--- src/rtl/uart_pkg.sv ---
// uart_pkg: definitions shared by the UART transmitter and receiver.
//   tx_state_t  - transmitter FSM state encoding
//   START_BIT   - line level of the start bit
//   STOP_BIT    - line level of the stop bit (also the idle level)
//   DATA_BITS   - data bits per frame
//   timer_width - bits needed for a bit timer counting 0..clks-1
package uart_pkg;

    typedef enum logic [1:0] {
        IDLE  = 2'd0,
        START = 2'd1,
        DATA  = 2'd2,
        STOP  = 2'd3
    } tx_state_t;

    localparam logic        START_BIT = 1'b0;
    localparam logic        STOP_BIT  = 1'b1;
    localparam int unsigned DATA_BITS = 8;

    // Smallest width (at least 1) whose range covers 0..clks-1.
    function automatic int unsigned timer_width(input int unsigned clks);
        int unsigned w;
        w = 1;
        while ((32'd1 << w) < clks) begin
            w = w + 1;
        end
        return w;
    endfunction

endpackage

--- src/rtl/tx_data_buff.sv ---
// tx_data_buff: single-entry holding buffer in front of the UART transmitter.
//   clk         - system clock
//   n_rst       - asynchronous active-low reset
//   tx_data     - byte offered by the host
//   data_write  - write strobe; accepted only while the buffer is empty
//   consume     - FSM takes the buffered byte on this edge
//   buf_data    - buffered byte
//   buffer_full - buffer occupied
//   write_error - one-cycle pulse after a write arrives while full
module tx_data_buff (
    input  logic       clk,
    input  logic       n_rst,
    input  logic [7:0] tx_data,
    input  logic       data_write,
    input  logic       consume,
    output logic [7:0] buf_data,
    output logic       buffer_full,
    output logic       write_error
);

    always_ff @(posedge clk or negedge n_rst) begin
        if (!n_rst) begin
            buf_data    <= '0;
            buffer_full <= 1'b0;
            write_error <= 1'b0;
        end else begin
            // A write seen while full is rejected even if the FSM empties
            // the buffer on this same edge.
            write_error <= data_write && buffer_full;
            if (data_write && !buffer_full) begin
                buf_data    <= tx_data;
                buffer_full <= 1'b1;
            end else if (consume) begin
                buffer_full <= 1'b0;
            end
        end
    end

endmodule

--- src/rtl/tx_block.sv ---
// tx_block: UART 8N1 transmitter (start bit, 8 data bits LSB first, stop bit).
//   CLKS_PER_BIT - clock cycles per serial bit (2..255)
//   clk          - system clock
//   n_rst        - asynchronous active-low reset; aborts any frame in flight
//   tx_data      - byte to transmit, sampled with data_write
//   data_write   - single-cycle write strobe into the holding buffer
//   serial_out   - registered serial line, idle high
//   buffer_full  - holding buffer occupied; writes rejected while high
//   tx_busy      - frame in progress
//   write_error  - one-cycle pulse after a rejected write
module tx_block
    import uart_pkg::*;
#(
    parameter int unsigned CLKS_PER_BIT = 10
) (
    input  logic       clk,
    input  logic       n_rst,
    input  logic [7:0] tx_data,
    input  logic       data_write,
    output logic       serial_out,
    output logic       buffer_full,
    output logic       tx_busy,
    output logic       write_error
);

    localparam int unsigned     TW         = timer_width(CLKS_PER_BIT);
    localparam logic [TW-1:0]   TIMER_LAST = TW'(CLKS_PER_BIT - 1);
    localparam logic [2:0]      LAST_IDX   = 3'(DATA_BITS - 1);

    tx_state_t     state;
    logic [TW-1:0] timer;
    logic [2:0]    bit_idx;
    logic [7:0]    shift_reg;
    logic [7:0]    buf_data;
    logic          bit_done;
    logic          consume;

    assign bit_done = (timer == TIMER_LAST);
    assign tx_busy  = (state != IDLE);

    // The buffer is taken from IDLE, or on the last stop-bit cycle so that
    // a refilled buffer starts the next frame with no idle gap.
    assign consume = buffer_full &&
                     ((state == IDLE) || ((state == STOP) && bit_done));

    tx_data_buff u_data_buff (
        .clk         (clk),
        .n_rst       (n_rst),
        .tx_data     (tx_data),
        .data_write  (data_write),
        .consume     (consume),
        .buf_data    (buf_data),
        .buffer_full (buffer_full),
        .write_error (write_error)
    );

    // serial_out is loaded with the level of the state being entered, so
    // the line changes on the same edge as the state register.
    always_ff @(posedge clk or negedge n_rst) begin
        if (!n_rst) begin
            state      <= IDLE;
            timer      <= '0;
            bit_idx    <= '0;
            shift_reg  <= '0;
            serial_out <= STOP_BIT;
        end else begin
            case (state)
                IDLE: begin
                    timer <= '0;
                    if (consume) begin
                        shift_reg  <= buf_data;
                        state      <= START;
                        serial_out <= START_BIT;
                    end else begin
                        serial_out <= STOP_BIT;
                    end
                end
                START: begin
                    if (bit_done) begin
                        timer      <= '0;
                        bit_idx    <= '0;
                        state      <= DATA;
                        serial_out <= shift_reg[0];
                    end else begin
                        timer <= timer + TW'(1);
                    end
                end
                DATA: begin
                    if (bit_done) begin
                        timer <= '0;
                        if (bit_idx == LAST_IDX) begin
                            state      <= STOP;
                            serial_out <= STOP_BIT;
                        end else begin
                            bit_idx    <= bit_idx + 3'd1;
                            serial_out <= shift_reg[bit_idx + 3'd1];
                        end
                    end else begin
                        timer <= timer + TW'(1);
                    end
                end
                STOP: begin
                    if (bit_done) begin
                        timer <= '0;
                        if (consume) begin
                            shift_reg  <= buf_data;
                            state      <= START;
                            serial_out <= START_BIT;
                        end else begin
                            state      <= IDLE;
                            serial_out <= STOP_BIT;
                        end
                    end else begin
                        timer <= timer + TW'(1);
                    end
                end
                default: begin
                    state      <= IDLE;
                    timer      <= '0;
                    serial_out <= STOP_BIT;
                end
            endcase
        end
    end

endmodule

--- config.mk ---
export PLATFORM = sky130hd
export DESIGN_NAME = tx_block
export DESIGN_NICKNAME = d
export VERILOG_FILES = /design/src/rtl/uart_pkg.sv /design/src/rtl/tx_data_buff.sv /design/src/rtl/tx_block.sv
export SDC_FILE = /design/constraint.sdc
export NUM_CORES = 1
export LEC_CHECK = 0
export BUFFER_PORTS_ARGS = -buffer_cell sky130_fd_sc_hd__buf_2
export CORE_MARGIN = 4
export CORE_UTILIZATION = 51
export DETAILED_ROUTE_END_ITERATION = 8
export GPL_TIMING_DRIVEN = 0
export PLACE_DENSITY = 0.85
export RECOVER_POWER = 100
export SLEW_MARGIN = 25
export SYNTH_ARGS = -nofsm -noshare
export SYNTH_HDL_FRONTEND = slang
export SYNTH_HIERARCHICAL = 1
export SYNTH_SLANG_ARGS = --single-unit
--- constraint.sdc ---
create_clock -name clk -period 1.8 [get_ports clk]
set_clock_uncertainty 0.2 [all_clocks]
set_input_delay 0.18 -clock clk [delete_from_list [all_inputs] [get_ports clk]]
set_output_delay 0.18 -clock clk [all_outputs]
set_load 0.01 [all_outputs]
### After elaboration in Yosys (flattened, before gate mapping)

Cells that the tools add are included.

| operators by class | value |
|---|---|
| $add $sub $neg | 2 |
| multipliers | 0 |
| divide/modulo/power cells | 0 |
| magnitude comparators | 1 |
| equal/unequal tests | 11 |
| shift operators | 0 |
| muxes and demuxes | 26 |
| bitwise logic cells | 0 |
| reductions and logical operators | 16 |

Operator list:

| operator | count |
|---|---|
| $mux W8 | 2 |
| $pmux W8 S2 | 1 |
| $ne A2 B2 Y1 const B | 6 |
| $mux W2 | 5 |
| $mux W1 | 9 |
| $mux W3 | 3 |
| $pmux W2 S4 | 1 |
| $pmux W4 S2 | 1 |
| $reduce_bool A2 Y1 | 4 |
| $pmux W3 S2 | 1 |
| $reduce_and A5 Y1 | 1 |
| $add A4 B1 Y4 const B | 1 |
| $eq A2 B2 Y1 const B | 2 |
| $eq A4 B4 Y1 const B | 1 |
| $logic_and A1 B1 Y1 | 4 |
| $lt A3 B4 Y1 const B | 1 |
| $mux W4 | 1 |
| $pmux W1 S4 | 1 |
| $reduce_and A4 Y1 | 1 |
| $add A3 B1 Y3 const B | 1 |
| $bmux W1 S3 | 1 |
| $eq A3 B3 Y1 const B | 1 |
| $reduce_and A3 Y1 | 1 |
| $reduce_or A3 Y1 | 1 |
| 5 further kinds | 5 |

| word-level totals | value |
|---|---|
| bits in registers | 28 |
| bits in latches | 0 |
| RAM bits | 0 |
| memory bits (read-only) | 0 |
| input bits | 11 |
| output and inout port bits | 4 |
| word-level logic and storage cells | 64 |
| memories | 0 |

### Longest topological paths before layout

Gate-level depths: netlist of run 1.

| depth | value |
|---|---|
| depth after elaboration | 7 |
| depth in mapped cells | 7 |
| depth with buffers taken out | 6 |

### Cells and area by module

Netlist of run 1, hierarchy kept.

Modules (own cells, without submodules):

| module | times used | cells an instance | area each (µm²) | sequential area each (µm²) |
|---|---|---|---|---|
| tx_block | 1 | 90 | 1011.0 | 451.7 |
| tx_data_buff | 1 | 23 | 406.6 | 250.2 |

### Least setup slack after synthesis of run 1

No wires, ideal clock.

| timing path | value |
|---|---|
| kind | reg2reg |
| start point | register state[0] |
| end point | register shift_reg[0] |
| setup time | 125 ps |
| arrival | 1494 ps |
| data required time | 1475 ps |
| path slack | -19 ps |
| cell stages (with the launch flop) | 7 |
| path buffers | 0 |
| period minus slack after synthesis | 1819 ps |
| cell sequence | dfrtp_1 inv_1 ha_1 inv_1 mux2i_1 nand2_1 mux2_2 |

| between the ends | value |
|---|---|
| cells in the longest elaborated chain, start to end | 7 |
| elaborated cells on any way between the ends | 11 |
| those cells by class | 2 x eq/ne; 3 x mux; 6 x reduce/logical |

RTL lines:

| what | RTL line | RTL |
|---|---|---|
| start, declared | tx_block.sv:30 | `tx_state_t state;` |
| start signal, assigned | tx_block.sv:61 | `state <= IDLE;` |
| start signal, assigned | tx_block.sv:72 | `state <= START;` |
| start signal, assigned | tx_block.sv:82 | `state <= DATA;` |
| $eq A2 B2 Y1 | tx_block.sv:44, tx_block.sv:67 |  |
| $logic_and A1 B1 Y1 | tx_block.sv:44 | `((state == IDLE) \|\| ((state == STOP) && bit_done));` |
| $logic_or A1 B1 Y1 | tx_block.sv:44 |  |
| $logic_and A1 B1 Y1 | tx_block.sv:43 | `assign consume = buffer_full &&` |
| $mux W8 (2 in a row) | n/a |  |
| $pmux W8 S2 | tx_block.sv:67 | `case (state)` |
| end signal, assigned | tx_block.sv:71 | `shift_reg <= buf_data;` |
| end signal, assigned | tx_block.sv:106 | `shift_reg <= buf_data;` |
| end, declared | tx_block.sv:33 | `logic [7:0] shift_reg;` |

Several ways; a longest one is shown, not always the timed one. The select of a mux whose other input is x is not followed.
A chain may end at the register's enable or synchronous reset.

### Worst setup path after layout of run 1

| timing path | value |
|---|---|
| start point | register bit_idx[0] |
| end point | register bit_idx[0] |

| between the ends | value |
|---|---|
| cells in the longest elaborated chain, start to end | 4 |
| elaborated cells on any way between the ends | 7 |
| those cells by class | 1 x add/sub; 2 x eq/ne; 3 x mux; 1 x reduce/logical |

RTL lines:

| what | RTL line | RTL |
|---|---|---|
| start, declared | tx_block.sv:32 | `logic [2:0] bit_idx;` |
| start signal, assigned | tx_block.sv:95 | `bit_idx <= bit_idx + 3'd1;` |
| $add A3 B1 Y3 | tx_block.sv:95 |  |
| $mux W3 | tx_block.sv:91 | `if (bit_idx == LAST_IDX) begin` |
| $mux W3 | tx_block.sv:89 | `if (bit_done) begin` |
| $pmux W3 S2 | tx_block.sv:67 |  |

Several ways; a longest one is shown, not always the timed one. The select of a mux whose other input is x is not followed.

==> impl_metrics.ini, run 1 <==
[setup_path]
reg2reg_from = bit_idx[0]
crit_cells = 6
slowest_delay_ns = 0.50
endpoint_kind = flop
crit_path_top_delay_cell = dfrtp_2
path_common_cell = ha_4
crit_arrival_ns = 2.02
crit_chain = ha_4 -> ha_4 -> buf_4 -> nor3_1 -> a21oi_1 -> o21ai_0
required_ns = 1.87
path_class = reg -> reg
crit_path_start = bit_idx[0]
worstPathMaxFanout = 6
cp_top_family = flip-flops
critPathBufInv = 1
r2r_cells = 6
r2r_end = bit_idx[0]
start_kind = flop
r2r_setup_slack_ns = -0.14
cp-endpoint = bit_idx[0]

[global_route]
track_usage = 0.190
grt_max_degree = 29
antenna_found_initial = 0
grt_pass1_wl_um = 5060
grt.busiest_layer = met2
use_met1 = 0.229
grtUsageMet3 = 0.0149
grt_overflow = 0
grtUsageMet2 = 0.336
grt_pass1_vias = 1089

[clock_tree]
cts.sinks = 28
cts_max_level = 1
numCtsBuffers = 3
worstSkewPairLatency_ns = 0.34
cts_tree = done
cts.path.max_buffers = 2
path_clk_slew_ns = 0.16
clock-root-buffer = clkbuf_4

[floorplanning]
die-area_um2 = 3690
core_area_um2 = 2570
num_io_pins = 15
die_w_um = 60.7
chipHeight_um = 60.7
start_util = 0.552
core.rowCount = 18

[synth]
yosysSeqAreaShare = 0.495
synth_cell_type_count = 32
synth_edf_count = 0
ys_async_sr_fraction = 1.00
synthesis.nets = 133
synth_flop_cell = dfrtp_1
ys_ff_latch = 28
syn_inst = 113
yosys_warnings = 6
syn_area_um2 = 1420
syn_area_per_cell_um2 = 12.5

[layout]
syn2layout_area_growth_pct = 30.7
layout.cells.non_filler = 183
finalNetCount = 174
layout_common_cells = 26 x dfrtp_1, 11 x buf_4, 10 x dlygate4sd3_1, 10 x buf_2, 8 x nand2_1
final_util = 0.722
diodes = 0
drive_gt1_frac = 0.379
final_common_cell = dfrtp_1

[power]
peakVddDrop_mv = 1.30
clockPowerShare = 0.131
p_switching_uw = 1180
pwr_density_cell_nw_per_um2 = 1730
switching_share = 0.367
cellLeakagePower_uw = 0.000810
internal_power_uw = 2030
p_seq_frac = 0.357
p_comb_frac = 0.512

[place]
place_congestion = 0.815
place_hpwl_um = 1910
dp.cells = 157
portBuffers = 14

[timing]
timing.final.crit_share = 1.08
setup_viol = 10
rsz0062_at_grt = yes
period_needed_ns = 1.94
worst_pin_slew_ns = 0.680
finalHoldViolCount = 0
worst_slack_ns = -0.145
slew_viol_final = 0
fmax_ghz = 0.514
slew_headroom = 0.546

[detailed_routing]
wire_per_inst_um = 20.4
drt_iter0_markers = 48
firstDrtPassIters = 4
vias = 1127
via_per_inst = 6.16
drt_wl_total_um = 3730
drtAntennaViolNets = 0
drc_errors = 0

[min_path]
hp-class = in -> async

[run_status]
status = finished with violations
violations = negative setup slack

[flow_run]
drv_cap = 0
## timing repair
item                                   CTS  global route
cloned                                   0             1
hold buffers                            10             0
gates resized for setup                 10            16
endpoints found under the hold margin   37             0
buffers inserted                         4             9
pin swaps                                0             4
setup endpoints to repair               15            14
## cell families (layout without fill, tap and decap cells)
kind of cell | count (synthesis) | after routing | synth area share
and+or+nand+nor | 28 | 29 | 0.105
muxes | 20 | 20 | 0.200
buffers and inverters | 8 | 47 | 0.0274
xor gates and xnor gates | 2 | 2 | 0.0124
AOI/OAI and AO/OA | 18 | 18 | 0.0803
DFF | 28 | 28 | 0.495
adders and majority gates | 9 | 9 | 0.0794
## metal layers
layer  vias up  wire length (um)
li1        488                 -
met1       577              1470
met3        15               179
met5         -                 0
met4         0               127
met2        47              1950
## area by class of cell
class,instances,area (um^2)
buffer,1,5.00
clock buffer,3,22.5
clock inverter,1,30.0
fill,172,714
inverter,5,18.8
multi-input combinational,78,776
sequential,28,703
tap,30,37.5
timing repair buffer,37,260
## stage by stage
| stage | total power [uW] | area, um^2 | setup slack (ns) | setup TNS [ns] | hold slack, ns |
|---|---|---|---|---|---|
| 2_1_floorplan | 2000 | 1420 | 0.0252 | 0 | -0.316 |
| 3_3_place_gp | 2210 | 1530 | -0.0971 | -0.906 | 0.00885 |
| 3_5_place_dp | 2290 | 1530 | -0.232 | -1.69 | 0.0247 |
| 4_1_cts | 2850 | 1750 | -0.0461 | -0.0461 | 0.189 |
| 5_1_grt | 3400 | 1850 | -0.147 | -1.07 | 0.261 |
| 6_report | 3210 | 1850 | -0.145 | -0.717 | 0.201 |
## worst reg2reg max path, delay by kind of cell (launching register included)
family | cells | cell delay (ns)
AOI/OAI and AO/OA | 2 | 0.27
adders and majority gates | 2 | 0.36
buffers and inverters | 1 | 0.16
DFF | 1 | 0.50
and+or+nand+nor | 1 | 0.39
## synthesized netlist by cell type, types with 2 or more instances
cell | n | share of area
mux2_2 | 9 | 0.071
inv_1 | 5 | 0.013
mux2_4 | 8 | 0.085
a21oi_1 | 4 | 0.014
ha_1 | 9 | 0.079
nor2_1 | 5 | 0.013
nand2_1 | 9 | 0.024
nand2b_1 | 2 | 0.0088
o21ai_0 | 7 | 0.025
mux4_1 | 2 | 0.037
dfrtp_1 | 27 | 0.48
xnor2_1 | 2 | 0.012
nor3_1 | 5 | 0.018
## power groups by stage
stage | Combinational [uW] | Clock, uW | Sequential [uW]
floorplan | 920 | 0 | 1080
global placement | 1100 | 0 | 1110
detailed placement | 1160 | 0 | 1130
CTS | 1320 | 419 | 1120
global route | 1770 | 444 | 1180
finish | 1650 | 421 | 1150
## how the worst min path moves through the flow
stage,to,slack (ns)
after floorplan,bit_idx[0],-0.32
after global placement,state[0],0.009
after detailed placement,state[0],0.02
after CTS,u_data_buff/buf_data[0],0.19
after global routing,u_data_buff/buf_data[0],0.26
final,timer[0],0.20
Note: power is estimated with default switching activity, not from simulation.
==> run 2, diff against run 1 <==
- CORE_UTILIZATION: 51 -> 57
- PLACE_DENSITY: 0.85 -> 0.9
- TNS_END_PERCENT: not set -> 20
- clock period: 1.8 -> 2.1 ns (I/O delays scaled with it)
==> impl_metrics.ini, run 2 (synthesis gave the netlist of run 1 again) <==
[run_status]
status = finished clean

[floorplanning]
core.rowCount = 17
num_io_pins = 15
start_util = 0.617
die_w_um = 57.9
chipHeight_um = 57.9
die-area_um2 = 3350
core_area_um2 = 2300

[min_path]
hp-class = reg -> reg

[timing]
slew_headroom = 0.0492
worst_pin_slew_ns = 1.43
finalSetupTns_ns = 0
slew_viol_final = 0
timing.final.crit_share = 0.946
finalHoldViolCount = 0
rsz0062_at_grt = no
setup_viol = 0
period_needed_ns = 1.99
fmax_ghz = 0.503

[detailed_routing]
drc_errors = 0
drt_wl_total_um = 2860
via_per_inst = 5.82
drtAntennaViolNets = 0
wire_per_inst_um = 17.0
firstDrtPassIters = 4
vias = 977
drt_iter0_markers = 19

[place]
portBuffers = 14
place_hpwl_um = 1870
place_congestion = 0.816
place_area_um2 = 1520

[clock_tree]
cts.path.max_buffers = 2
cts.sinks = 28
numCtsBuffers = 3
worstSkewPairLatency_ns = 0.33
clock-root-buffer = clkbuf_4
cts_max_level = 1
cts_tree = done
path_clk_slew_ns = 0.15

[layout]
diodes = 0
syn2layout_area_growth_pct = 16.0
stdcell_area_um2 = 1640
layout_common_cells = 27 x dfrtp_1, 12 x buf_2, 10 x dlygate4sd3_1
finalNetCount = 161
final_common_cell = dfrtp_1
drive_gt1_frac = 0.236

[global_route]
antenna_found_initial = 0
grt_max_degree = 29
track_usage = 0.191
grt_overflow = 0
grt_pass1_vias = 1070
grt_pass1_wl_um = 4760

[setup_path]
path_class = reg -> reg
required_ns = 2.18
crit_arrival_ns = 2.06
start_kind = flop
worstPathMaxFanout = 6
endpoint_kind = flop

[power]
p_seq_frac = 0.419
p_comb_frac = 0.428
clockPowerShare = 0.153
peakVddDrop_mv = 1.10
switching_share = 0.355
internal_power_uw = 1490
cellLeakagePower_uw = 0.000744
p_switching_uw = 816
pwr_density_cell_nw_per_um2 = 1400

[flow_run]
drv_cap = 0
[run 2: cell types whose count changed in the layout (fill, tap and decap cells not counted), sizes merged]
cell    previous run  this run
and3b              2         1
buf               21        12
clkbuf            10         7
[run 2: power groups by stage]
stage / Clock [uW] / Sequential [uW] / Combinational (uW)
after floorplan: 0 / 928 / 784
after global placement: 0 / 955 / 927
after detailed placement: 0 / 978 / 976
after CTS: 360 / 967 / 1020
after global routing: 372 / 998 / 1090
final: 352 / 964 / 985
[run 2: critical path: stages (launching register included)]
cell and delay [ns]:
dfrtp_1 0.49, ha_1 0.37, mux4_1 0.29, mux2_2 0.30
nor3b_2 0.17, o31ai_1 0.11
[run 2: final timing paths]
path | start | end | slack [ns] | cells past startpoint
max in group asynchronous | n_rst | u_data_buff/buf_data[0] | 0.36 | 2
setup / recovery | bit_idx[0] | serial_out | 0.11 | 5
hold / removal | timer[0] | timer[0] | 0.31 | 1
hold reg to reg | timer[0] | timer[0] | 0.31 | 1
min in group asynchronous | n_rst | timer[2] | 0.52 | 2
setup reg to reg | bit_idx[0] | serial_out | 0.11 | 5
[run 2: routing by layer]
layer	global-route usage	wire, um
met5	0	0
met4	0.109	109
met3	0.0535	124
met2	0.327	1510
met1	0.211	1120
[run 2: what timing repair did]
item                                   4_1_cts  5_1_grt
hold buffers                                10        0
gates resized for setup                      0        3
buffers inserted                             0        0
setup endpoints to repair                    0       10
endpoints found under the hold margin       37        0
[run 2: stage by stage]
step | hold WS, ns | setup WS (ns) | util | total power (uW) | std cells
3_5_place_dp | 0.0520 | 0.0818 | 0.663 | 1950 | 155
5_1_grt | 0.348 | 0.0107 | 0.716 | 2460 | 168
6_report | 0.308 | 0.113 | 0.716 | 2300 | 168
4_1_cts | 0.206 | 0.0588 | 0.729 | 2350 | 169
3_3_place_gp | 0.0426 | 0.143 | 0.663 | 1880 | 155
2_1_floorplan | -0.286 | 0.281 | - | 1710 | 113
[run 2: final cells by class]
cell class / instances / area [um^2]
plain buffers: 2 / 8.76
clock buffers: 3 / 22.5
clock inverters: 1 / 30.0
fillers: 165 / 653
inverters: 5 / 18.8
multi-input cells: 77 / 661
flip-flops and latches: 28 / 702
well taps: 28 / 35.0
repair buffers: 24 / 166
